`config.mk`:
```
export PLATFORM = sky130hd
export DESIGN_NAME = tof5_frame_decoder_flat
export DESIGN_NICKNAME = d
export VERILOG_FILES = /design/src/rtl/tof5_pkg.sv /design/src/rtl/tof5_frame_decoder_if.sv /design/src/rtl/tof5_digit_decode.sv /design/src/rtl/tof5_frame_decoder.sv /design/src/flat_wrapper.sv
export SDC_FILE = /design/constraint.sdc
export NUM_CORES = 1
export LEC_CHECK = 0
export ABC_AREA = 0
export BUFFER_PORTS_ARGS = -buffer_cell sky130_fd_sc_hd__buf_2
export CELL_PAD_IN_SITES_DETAIL_PLACEMENT = 2
export CELL_PAD_IN_SITES_GLOBAL_PLACEMENT = 2
export CORE_MARGIN = 2
export CORE_UTILIZATION = 35
export DETAILED_ROUTE_END_ITERATION = 16
export PLACE_DENSITY = 0.8
export SKIP_LAST_GASP = 1
export SLEW_MARGIN = 20
export SYNTH_ARGS = -nofsm -noshare
export SYNTH_HDL_FRONTEND = slang
export SYNTH_SLANG_ARGS = --single-unit
```
`constraint.sdc`:
```
create_clock -name clk -period 2.9 [get_ports clk]
set_input_delay 0.145 -clock clk [delete_from_list [all_inputs] [get_ports clk]]
set_output_delay 0.145 -clock clk [all_outputs]
set_load 0.03 [all_outputs]
```
`src/rtl/tof5_pkg.sv`:
```
`default_nettype none
// +----------------------------------------------------------------------------+
// | Module   : tof5_pkg                                                        |
// | Purpose  : Shared definitions for the 2-out-of-5 frame decoder: the ten    |
// |            codeword constants, the invalid-digit marker, the default frame |
// |            depth, the decoder FSM state type and a codeword lookup         |
// |            function returning {valid, digit}.                              |
// | Ports    : none (package)                                                  |
// | Revision : 1.0 - initial release                                           |
// +----------------------------------------------------------------------------+
package tof5_pkg;

  localparam int NDIG_DEFAULT = 4;

  localparam logic [3:0] INVALID_DIGIT = 4'hF;

  localparam logic [4:0] CODE_0 = 5'b00011;
  localparam logic [4:0] CODE_1 = 5'b00101;
  localparam logic [4:0] CODE_2 = 5'b00110;
  localparam logic [4:0] CODE_3 = 5'b01001;
  localparam logic [4:0] CODE_4 = 5'b01010;
  localparam logic [4:0] CODE_5 = 5'b01100;
  localparam logic [4:0] CODE_6 = 5'b10001;
  localparam logic [4:0] CODE_7 = 5'b10010;
  localparam logic [4:0] CODE_8 = 5'b10100;
  localparam logic [4:0] CODE_9 = 5'b11000;

  typedef enum logic [0:0] {
    ST_IDLE    = 1'b0,
    ST_COLLECT = 1'b1
  } state_t;

  // Returns {in_map, digit}; digit is INVALID_DIGIT for unmapped codewords.
  function automatic logic [4:0] tof5_decode(input logic [4:0] code);
    logic [4:0] result;
    case (code)
      CODE_0:  result = {1'b1, 4'd0};
      CODE_1:  result = {1'b1, 4'd1};
      CODE_2:  result = {1'b1, 4'd2};
      CODE_3:  result = {1'b1, 4'd3};
      CODE_4:  result = {1'b1, 4'd4};
      CODE_5:  result = {1'b1, 4'd5};
      CODE_6:  result = {1'b1, 4'd6};
      CODE_7:  result = {1'b1, 4'd7};
      CODE_8:  result = {1'b1, 4'd8};
      CODE_9:  result = {1'b1, 4'd9};
      default: result = {1'b0, INVALID_DIGIT};
    endcase
    return result;
  endfunction

endpackage : tof5_pkg
`default_nettype wire

```
`src/rtl/tof5_frame_decoder_if.sv`:
```
`default_nettype none
// +----------------------------------------------------------------------------+
// | Module   : tof5_frame_decoder_if                                           |
// | Purpose  : Valid/ready bundle for the frame decoder: codeword input stream |
// |            and packed-BCD frame output stream.                             |
// | Ports    : in_valid/in_ready/in_code/in_last   - codeword beat stream      |
// |            out_valid/out_ready/out_bcd/out_cnt/out_err - frame stream      |
// |            modport master : producer of beats / consumer of frames         |
// |            modport slave  : the decoder itself                             |
// | Revision : 1.0 - initial release                                           |
// +----------------------------------------------------------------------------+
interface tof5_frame_decoder_if
  import tof5_pkg::*;
#(
  parameter int NDIG = NDIG_DEFAULT
);

  localparam int CW = $clog2(NDIG + 1);

  logic              in_valid;
  logic              in_ready;
  logic [4:0]        in_code;
  logic              in_last;

  logic              out_valid;
  logic              out_ready;
  logic [4*NDIG-1:0] out_bcd;
  logic [CW-1:0]     out_cnt;
  logic              out_err;

  modport master (
    output in_valid, in_code, in_last, out_ready,
    input  in_ready, out_valid, out_bcd, out_cnt, out_err
  );

  modport slave (
    input  in_valid, in_code, in_last, out_ready,
    output in_ready, out_valid, out_bcd, out_cnt, out_err
  );

endinterface : tof5_frame_decoder_if
`default_nettype wire

```
`src/rtl/tof5_digit_decode.sv`:
```
`default_nettype none
// +----------------------------------------------------------------------------+
// | Module   : tof5_digit_decode                                               |
// | Purpose  : Combinational 2-out-of-5 codeword to BCD digit decoder.         |
// | Ports    : code    in  5 - received codeword                               |
// |            digit   out 4 - decoded digit, INVALID_DIGIT when not code_ok   |
// |            code_ok out 1 - weight is exactly two and codeword is mapped    |
// | Revision : 1.0 - initial release                                           |
// +----------------------------------------------------------------------------+
module tof5_digit_decode
  import tof5_pkg::*;
(
  input  logic [4:0] code,
  output logic [3:0] digit,
  output logic       code_ok
);

  logic [4:0] w_lookup;

  assign w_lookup = tof5_decode(code);

  // Every weight-2 word is in the map, but the weight test is kept explicit so
  // a corrupted table cannot silently admit a bad codeword.
  assign code_ok  = w_lookup[4] && ($countones(code) == 2);
  assign digit    = code_ok ? w_lookup[3:0] : INVALID_DIGIT;

endmodule : tof5_digit_decode
`default_nettype wire

```
`src/rtl/tof5_frame_decoder.sv`:
```
`default_nettype none
// +----------------------------------------------------------------------------+
// | Module   : tof5_frame_decoder                                              |
// | Purpose  : Decodes a stream of 2-out-of-5 codewords into BCD digits, packs |
// |            up to NDIG digits per frame into one word and counts code       |
// |            violations.                                                     |
// | Ports    : clk     in  1    - rising-edge clock                            |
// |            rst_n   in  1    - asynchronous active-low reset                |
// |            bus     slave    - beat input / frame output streams            |
// |            err_clr in  1    - synchronous clear of err_cnt                 |
// |            err_cnt out ERRW - saturating invalid-codeword count            |
// | Revision : 1.0 - initial release                                           |
// +----------------------------------------------------------------------------+
module tof5_frame_decoder
  import tof5_pkg::*;
#(
  parameter int NDIG = NDIG_DEFAULT,
  parameter int ERRW = 8
)(
  input  logic                 clk,
  input  logic                 rst_n,
  tof5_frame_decoder_if.slave  bus,
  input  logic                 err_clr,
  output logic [ERRW-1:0]      err_cnt
);

  localparam int              AW      = 4 * NDIG;
  localparam int              CW      = $clog2(NDIG + 1);
  localparam logic [ERRW-1:0] ERR_MAX = '1;

  state_t          r_state;
  logic [AW-1:0]   r_acc;
  logic [CW-1:0]   r_dcnt;
  logic            r_flag;

  logic            r_out_valid;
  logic [AW-1:0]   r_out_bcd;
  logic [CW-1:0]   r_out_cnt;
  logic            r_out_err;
  logic [ERRW-1:0] r_err_cnt;

  logic [3:0]      w_digit;
  logic            w_code_ok;
  logic            w_in_ready;
  logic            w_accept;
  logic            w_complete;
  logic [AW-1:0]   w_acc_base;
  logic [CW-1:0]   w_dcnt_base;
  logic [AW-1:0]   w_acc_next;
  logic [CW-1:0]   w_dcnt_next;
  logic            w_flag_next;

  tof5_digit_decode u_digit_decode (
    .code    (bus.in_code),
    .digit   (w_digit),
    .code_ok (w_code_ok)
  );

  // A frame slot frees up in the same cycle the consumer takes the pending one.
  assign w_in_ready = ~r_out_valid | bus.out_ready;
  assign w_accept   = bus.in_valid & w_in_ready;

  // IDLE always represents an empty frame, whatever the registers hold.
  assign w_acc_base  = (r_state == ST_IDLE) ? '0 : r_acc;
  assign w_dcnt_base = (r_state == ST_IDLE) ? '0 : r_dcnt;

  generate
    if (NDIG > 1) begin : g_shift_multi
      assign w_acc_next = {w_acc_base[AW-5:0], w_digit};
    end else begin : g_shift_single
      assign w_acc_next = w_digit;
    end
  endgenerate

  assign w_dcnt_next = w_dcnt_base + 1'b1;
  assign w_flag_next = r_flag | ~w_code_ok;

  // The NDIG-th digit closes the frame regardless of in_last.
  assign w_complete  = w_accept & (bus.in_last | (w_dcnt_base == CW'(NDIG - 1)));

  // Frame-collection FSM and accumulator.
  always_ff @(posedge clk or negedge rst_n) begin
    if (!rst_n) begin
      r_state <= ST_IDLE;
      r_acc   <= '0;
      r_dcnt  <= '0;
      r_flag  <= 1'b0;
    end else if (w_accept) begin
      if (w_complete) begin
        r_state <= ST_IDLE;
        r_acc   <= '0;
        r_dcnt  <= '0;
        r_flag  <= 1'b0;
      end else begin
        r_state <= ST_COLLECT;
        r_acc   <= w_acc_next;
        r_dcnt  <= w_dcnt_next;
        r_flag  <= w_flag_next;
      end
    end
  end

  // Output register: a new frame wins over a simultaneous drain.
  always_ff @(posedge clk or negedge rst_n) begin
    if (!rst_n) begin
      r_out_valid <= 1'b0;
      r_out_bcd   <= '0;
      r_out_cnt   <= '0;
      r_out_err   <= 1'b0;
    end else if (w_complete) begin
      r_out_valid <= 1'b1;
      r_out_bcd   <= w_acc_next;
      r_out_cnt   <= w_dcnt_next;
      r_out_err   <= w_flag_next;
    end else if (r_out_valid && bus.out_ready) begin
      r_out_valid <= 1'b0;
    end
  end

  // Violation counter: a clear coinciding with a bad beat counts that beat.
  always_ff @(posedge clk or negedge rst_n) begin
    if (!rst_n) begin
      r_err_cnt <= '0;
    end else if (w_accept && !w_code_ok) begin
      if (err_clr) begin
        r_err_cnt <= ERRW'(1);
      end else if (r_err_cnt != ERR_MAX) begin
        r_err_cnt <= r_err_cnt + 1'b1;
      end
    end else if (err_clr) begin
      r_err_cnt <= '0;
    end
  end

  assign bus.in_ready  = w_in_ready;
  assign bus.out_valid = r_out_valid;
  assign bus.out_bcd   = r_out_bcd;
  assign bus.out_cnt   = r_out_cnt;
  assign bus.out_err   = r_out_err;
  assign err_cnt       = r_err_cnt;

endmodule : tof5_frame_decoder
`default_nettype wire

```
`src/flat_wrapper.sv`:
```
// flat-port wrapper written by rule: the top's interface ports become plain ports
module tof5_frame_decoder_flat import tof5_pkg::*;
#(
  parameter int NDIG = NDIG_DEFAULT,
  parameter int ERRW = 8
)
  (clk, rst_n, err_clr, err_cnt, bus_in_valid, bus_in_code, bus_in_last, bus_out_ready, bus_in_ready, bus_out_valid, bus_out_bcd, bus_out_cnt, bus_out_err);
  tof5_frame_decoder_if #(.NDIG(NDIG)) bus_i ();
  input  logic clk;
  input  logic rst_n;
  input  logic err_clr;
  output logic [ERRW-1:0] err_cnt;
  input wire logic [$bits(bus_i.in_valid)-1:0] bus_in_valid;
  input wire logic [$bits(bus_i.in_code)-1:0] bus_in_code;
  input wire logic [$bits(bus_i.in_last)-1:0] bus_in_last;
  input wire logic [$bits(bus_i.out_ready)-1:0] bus_out_ready;
  output wire logic [$bits(bus_i.in_ready)-1:0] bus_in_ready;
  output wire logic [$bits(bus_i.out_valid)-1:0] bus_out_valid;
  output wire logic [$bits(bus_i.out_bcd)-1:0] bus_out_bcd;
  output wire logic [$bits(bus_i.out_cnt)-1:0] bus_out_cnt;
  output wire logic [$bits(bus_i.out_err)-1:0] bus_out_err;
  assign bus_i.in_valid = bus_in_valid;
  assign bus_i.in_code = bus_in_code;
  assign bus_i.in_last = bus_in_last;
  assign bus_i.out_ready = bus_out_ready;
  assign bus_in_ready = bus_i.in_ready;
  assign bus_out_valid = bus_i.out_valid;
  assign bus_out_bcd = bus_i.out_bcd;
  assign bus_out_cnt = bus_i.out_cnt;
  assign bus_out_err = bus_i.out_err;
  tof5_frame_decoder #(.NDIG(NDIG), .ERRW(ERRW)) u_core (.clk(clk), .rst_n(rst_n), .bus(bus_i), .err_clr(err_clr), .err_cnt(err_cnt));
endmodule
```
==> Word level (Yosys, flattened, before mapping) <==
Memories as Yosys holds them, arrays and structs flattened.
Index checks and enable logic that the tools add are counted.
{ "word_totals": {"ff_bits": 46, "rom_bits": 160, "word_cells": 47, "n_memories": 1} }
{ "op_classes": {"addsub": 6, "n_eq_ne": 3, "muxes": 13, "n_bitwise": 7, "reduce_logical": 8} }
{ "mem_list": {"columns": ["memory", "depth", "width", "read_ports", "rd_ports_with_merged_regs", "write_ports", "line_no", "source"], "rows": [
  ["(name not given)", 32, 5, 1, 0, 0, "tof5_pkg.sv:36", "case (code)"]
]} }
{ "ops": {"columns": ["cell", "count"], "rows": [
  ["$add A32 B1 Y32", 1],
  ["$add A32 B2 Y32", 1],
  ["$eq A32 B3 Y1 const B", 1],
  ["$mux W8", 4],
  ["$mux W12", 2],
  ["$add A8 B1 Y8 const B", 1],
  ["$ne A8 B8 Y1 const B", 1],
  ["$mux W3", 2],
  ["$reduce_bool A2 Y1", 3],
  ["$add A1 B1 Y2", 2],
  ["$mux W1", 4],
  ["$mux W4", 1],
  ["$add A3 B1 Y3 const B", 1],
  ["$eq A3 B2 Y1 const B", 1],
  ["$logic_and A1 B1 Y1", 3],
  ["$or A1 B1 Y1", 3],
  ["$and A1 B1 Y1", 2],
  ["$not A1 Y1", 2],
  ["$reduce_and A2 Y1", 1],
  ["$logic_not A1 Y1", 1]
]} }

==> Logic depth before layout (Yosys ltp) <==
{ "logic_depth": {"depth_word": 9, "depth_mapped": 12, "mapped_depth_nobuf": 11} }

==> Cells and area by module <==
Synthesis repeated with hierarchy kept, for this count alone.
{ "unflattened": {"hier_cells": 228, "hier_area_um2": 2297.2} }
{ "modules_own_cells": {"columns": ["module", "instances", "cells_each", "area_each_um2", "seq_area_each_um2"], "rows": [
  ["tof5_frame_decoder", 1, 185, 1928.1, 1151.1],
  ["tof5_digit_decode", 1, 43, 369.1, 0.0]
]} }

==> Worst setup path after synthesis <==
OpenSTA, ideal clock, no wires.
{ "synth_path": {"kind": "input to register", "startpoint": "in bus_in_code[0]", "endpoint": "reg u_core.r_out_bcd[0] (netlist: u_core.bus.out_bcd[0])", "t_arrival_ps": 2896, "required_ps": 2775, "path_slack_ps": -120, "cell_stages": 11, "n_path_buf": 0, "path_cell_list": "inv_1 > ha_1 > inv_1 > fa_1 > inv_1 > ha_1 > fa_1 > nor3b_1 > nand2_1 > o21bai_1 > mux2_2"} }
{ "synth_via": {"elab_chain_cells": 6, "elab_cells_between_ends": 7, "cone_classes": "add/sub (3); eq/ne (1); mux (1); reduce/logical (1); memory (1)"} }
{ "synth_rtl": {"columns": ["element", "line_no", "source"], "rows": [
  ["start: declaration", "flat_wrapper.sv:14", "input wire logic [$bits(bus_i.in_code)-1:0] bus_in_code;"],
  ["$add A1 B1 Y2 (not written as such)", "tof5_digit_decode.sv:24", "assign code_ok = w_lookup[4] && ($countones(code) == 2);"],
  ["$add A32 B2 Y32 (not written as such)", "tof5_digit_decode.sv:24", null],
  ["$add A32 B1 Y32 (not written as such)", "tof5_digit_decode.sv:24", null],
  ["$eq A32 B3 Y1", "tof5_digit_decode.sv:24", null],
  ["$logic_and A1 B1 Y1", "tof5_digit_decode.sv:24", null],
  ["$mux W4 (*)", "tof5_digit_decode.sv:25", "assign digit = code_ok ? w_lookup[3:0] : INVALID_DIGIT;"],
  ["end signal: assignment", "tof5_frame_decoder.sv:112", "r_out_bcd <= w_acc_next;"],
  ["end: declaration", "tof5_frame_decoder.sv:37", "logic [AW-1:0] r_out_bcd;"]
]} }
Every way passes the cells marked *; elsewhere a longest branch is shown, timed or not.
A chain may end at the register's enable or synchronous reset.

==> Final worst setup path <==
Ends and elaborated chain as after synthesis.

==> out/qor.yml <==
status: "completed"
grtUsageMet1_pct: 22.5
fin_ws_ns: 0.252
cts_max_level: 2
max_freq_mhz: 378
clk_pin_slew_ns: 0.09
maxCapViolations: 0
synth_cells: 221
fin_util_pct: 42.3
synth-compound-area-share_pct: 17.9
antenna_cells: 0
grt_most_used_layer: "met2"
finalSetupViolCount: 0
die_y_um: 84.3
period_share_pct: 91.3
cts_buffer_depth: 2
die_x_um: 84.3
clk_latency_ns: 0.30
synth_edf_count: 0
start_kind: "input pin"
synth_cell_type_count: 43
mappedNetlistArea_mm2: 0.00226
cp_slowest_stage_delay_ns: 0.50
async_reset_ff_share_pct: 100
clock-root-buffer: "clkbuf_8"
rows: 29
yosys.area_share.simple_pct: 15.0
grt_pass1_wl_mm: 9.82
hold_viol: 0
place.gp.congestion: 0.839
p_per_area_mw_per_mm2: 545
internal_power_mw: 0.975
grt-ovfl-total: 0
io_buffers: 40
worst_slew_pin_slew_ns: 0.588
ys_ff_latch: 46
syn-num-nets: 242
end_kind: "flop"
drive_above_1_share_pct: 23.9
clock-sinks: 46
synth-xor-area-share_pct: 0.388
swShare_pct: 32.5
drc_errors: 0
vdd_drop_max_v: 0.000189
dpl_worst_slack_ns: -0.207
clock_power_share_pct: 27.2
fillCellCount: 710
grt_use_total_pct: 17.1
grt_pass1_vias: 1947
synth_fa_ha_area_share_pct: 6.20
crit_chain: "buf_2, inv_1, ha_1, inv_1, fa_1, inv_1, ha_1, fa_1, nor3b_2, nand2_1, o21bai_1, mux2_2"
p_switching_mw: 0.471
seqCellArea_mm2: 0.00115
seq_area_frac_synth_pct: 51.0
required_ns: 3.09
crit_type: "input pin to flop"
synth_area_per_cell_um2: 10.2
num_vias: 1809
cts_buffers: 5
cp_data_arrival_time_ns: 2.84
slew_headroom_pct: 60.8
drt_iter0_drc: 85
placed_area_mm2: 0.00255
vias_per_cell: 5.30
fp.dieArea_mm2: 0.00711
p_leak_nw: 1.28
syn2layout_area_growth_pct: 17.6
fin_crit_ns: 2.65
critPathMaxFanout: 4
pwr-share-seq_pct: 50.6
maxSlewViolCount: 0
synth_top_family_by_area: "compound AO/OA/AOI/OAI gates"
nNetsFinal: 284
yosys_warnings: 0
routed_wl_mm: 5.67
skew_ns: 0.0108
hold_path_class: "input pin to flop"
grt_setup_unrepaired: "no"
ys.flop_type: "dfrtp_1"
core_area_mm2: 0.00628
slowest_stage: "fa_1"
multi_input_area_mm2: 0.00103
start_util_pct: 36.0
cts_tree: "done"
power_frac_comb_pct: 22.2
grt_max_degree: 47
pin_count: 41
grtUsageMet3_pct: 2.46
antenna_found_initial: 0
dpl.hpwl_mm: 4.09
synth_mux_area_share_pct: 5.60
cp_common_cell: "inv_1"
drt-pass1-iter-count: 4
wl_per_cell_um: 16.6
gr-usage-met2_pct: 29.0
fin_area_mm2: 0.00266
ant_nets: 0
-- flip-flops by register name (all words and copies together), names as in the netlist --
name                  cells
u_core.bus.out_bcd       16
u_core.r_acc             12
u_core.err_cnt            8
u_core.bus.out_cnt        3
u_core.r_dcnt             3
u_core.bus.out_err        1
u_core.bus.out_valid      1
u_core.r_flag             1
u_core.r_state            1
-- metal layers --
| layer | up-vias | part of all wire (%) |
|---|---|---|
| met5 | - | 0 |
| met4 | 0 | 1.4 |
| met3 | 6 | 2.8 |
| met2 | 28 | 51 |
| met1 | 921 | 45 |
| li1 | 854 | - |
-- cells in the final DEF, fill, tap and decap left out, drive strengths merged, types with 2 or more instances in the layout --
master   n
buf     47
a21oi    8
a311oi   3
o41ai    3
and4b    2
fa       2
inv      7
ha       8
nand2   47
clkbuf   6
a211oi   2
dfrtp   46
a21o     2
a22o    11
and2     2
mux2     7
nand3    3
nor2    11
nor3     4
clkinv   2
nand2b   2
o21ai   20
mux2i    4
-- final cells by class --
cell class | instances | share of cell area, %
flip-flops and latches | 46 | 43.4
multi-input cells | 155 | 38.8
repair buffers | 48 | 9.99
well taps | 77 | 3.63
clock buffers | 6 | 2.73
inverters | 7 | 0.990
clock inverters | 2 | 0.518
-- Yosys cell counts, types with 4 or more instances --
library cell / number / share of area (%)
nand2_1: 47 / 7.8
dfrtp_1: 46 / 51
a22o_1: 11 / 4.3
nor2_1: 11 / 1.8
o21ai_1: 11 / 2.4
clkbuf_1: 10 / 1.7
o21ai_0: 9 / 2.0
ha_1: 8 / 4.4
a21oi_1: 7 / 1.6
inv_1: 7 / 1.2
mux2i_1: 4 / 1.8
nor3_1: 4 / 0.89
-- cell families after synthesis --
family,Yosys count
AOI/OAI and AO/OA,56
xor gates and xnor gates,1
adders and majority gates,10
buffers and inverters,20
DFF,46
muxes,11
and+or+nand+nor,77
-- metrics by stage --
step	instances	setup TNS, ns	hold slack, ns	power (mW)
after floorplan	221	0	-0.151	0.950
after global placement	332	0	0.381	1.05
after detailed placement	332	-0.657	0.393	1.06
after CTS	340	0	0.0584	1.46
after global routing	341	0	0.0949	1.53
final	341	0	0.0915	1.45
-- critical path, delay by kind of cell --
kind	cells	cell delay, ns
AO/OA/AOI/OAI	1	0.21
buffers and inverters	4	0.26
multiplexers	1	0.27
adder cells (fa/ha/maj)	4	1.47
AND/OR/NAND/NOR	2	0.49
-- worst paths after layout --
path                                         startpoint                                end  slack (ns)  cells past startpoint
max                                      bus_in_code[0]  u_core.bus.out_bcd[0]$_DFFE_PN0P_        0.25                     12
min                                         bus_in_last        u_core.r_acc[1]$_DFFE_PN0P_        0.09                      2
max reg2reg                  u_core.r_state$_DFFE_PN0P_  u_core.bus.out_bcd[8]$_DFFE_PN0P_        0.70                      7
min reg2reg                u_core.r_dcnt[0]$_DFFE_PN0P_       u_core.r_dcnt[0]$_DFFE_PN0P_        0.48                      2
max in group asynchronous                         rst_n      u_core.err_cnt[0]$_DFFE_PN0P_        2.11                      2
min in group asynchronous                         rst_n       u_core.r_dcnt[2]$_DFFE_PN0P_        0.38                      2
-- timing repair --
| action | CTS | global route |
|---|---|---|
| gates resized for setup | 0 | 1 |
| buffers inserted | 0 | 0 |
| setup endpoints to repair | 0 | 2 |
| endpoints found under the hold margin | 0 | 46 |
| hold buffers | 0 | 1 |
-- power groups by stage --
stage / Sequential [mW] / Combinational, mW / Clock (mW)
after global routing: 0.741 / 0.356 / 0.428
after global placement: 0.742 / 0.307 / 0
after CTS: 0.733 / 0.324 / 0.406
after detailed placement: 0.745 / 0.320 / 0
final: 0.731 / 0.321 / 0.394
after floorplan: 0.797 / 0.153 / 0
Power figures use the tool's default switching activity.
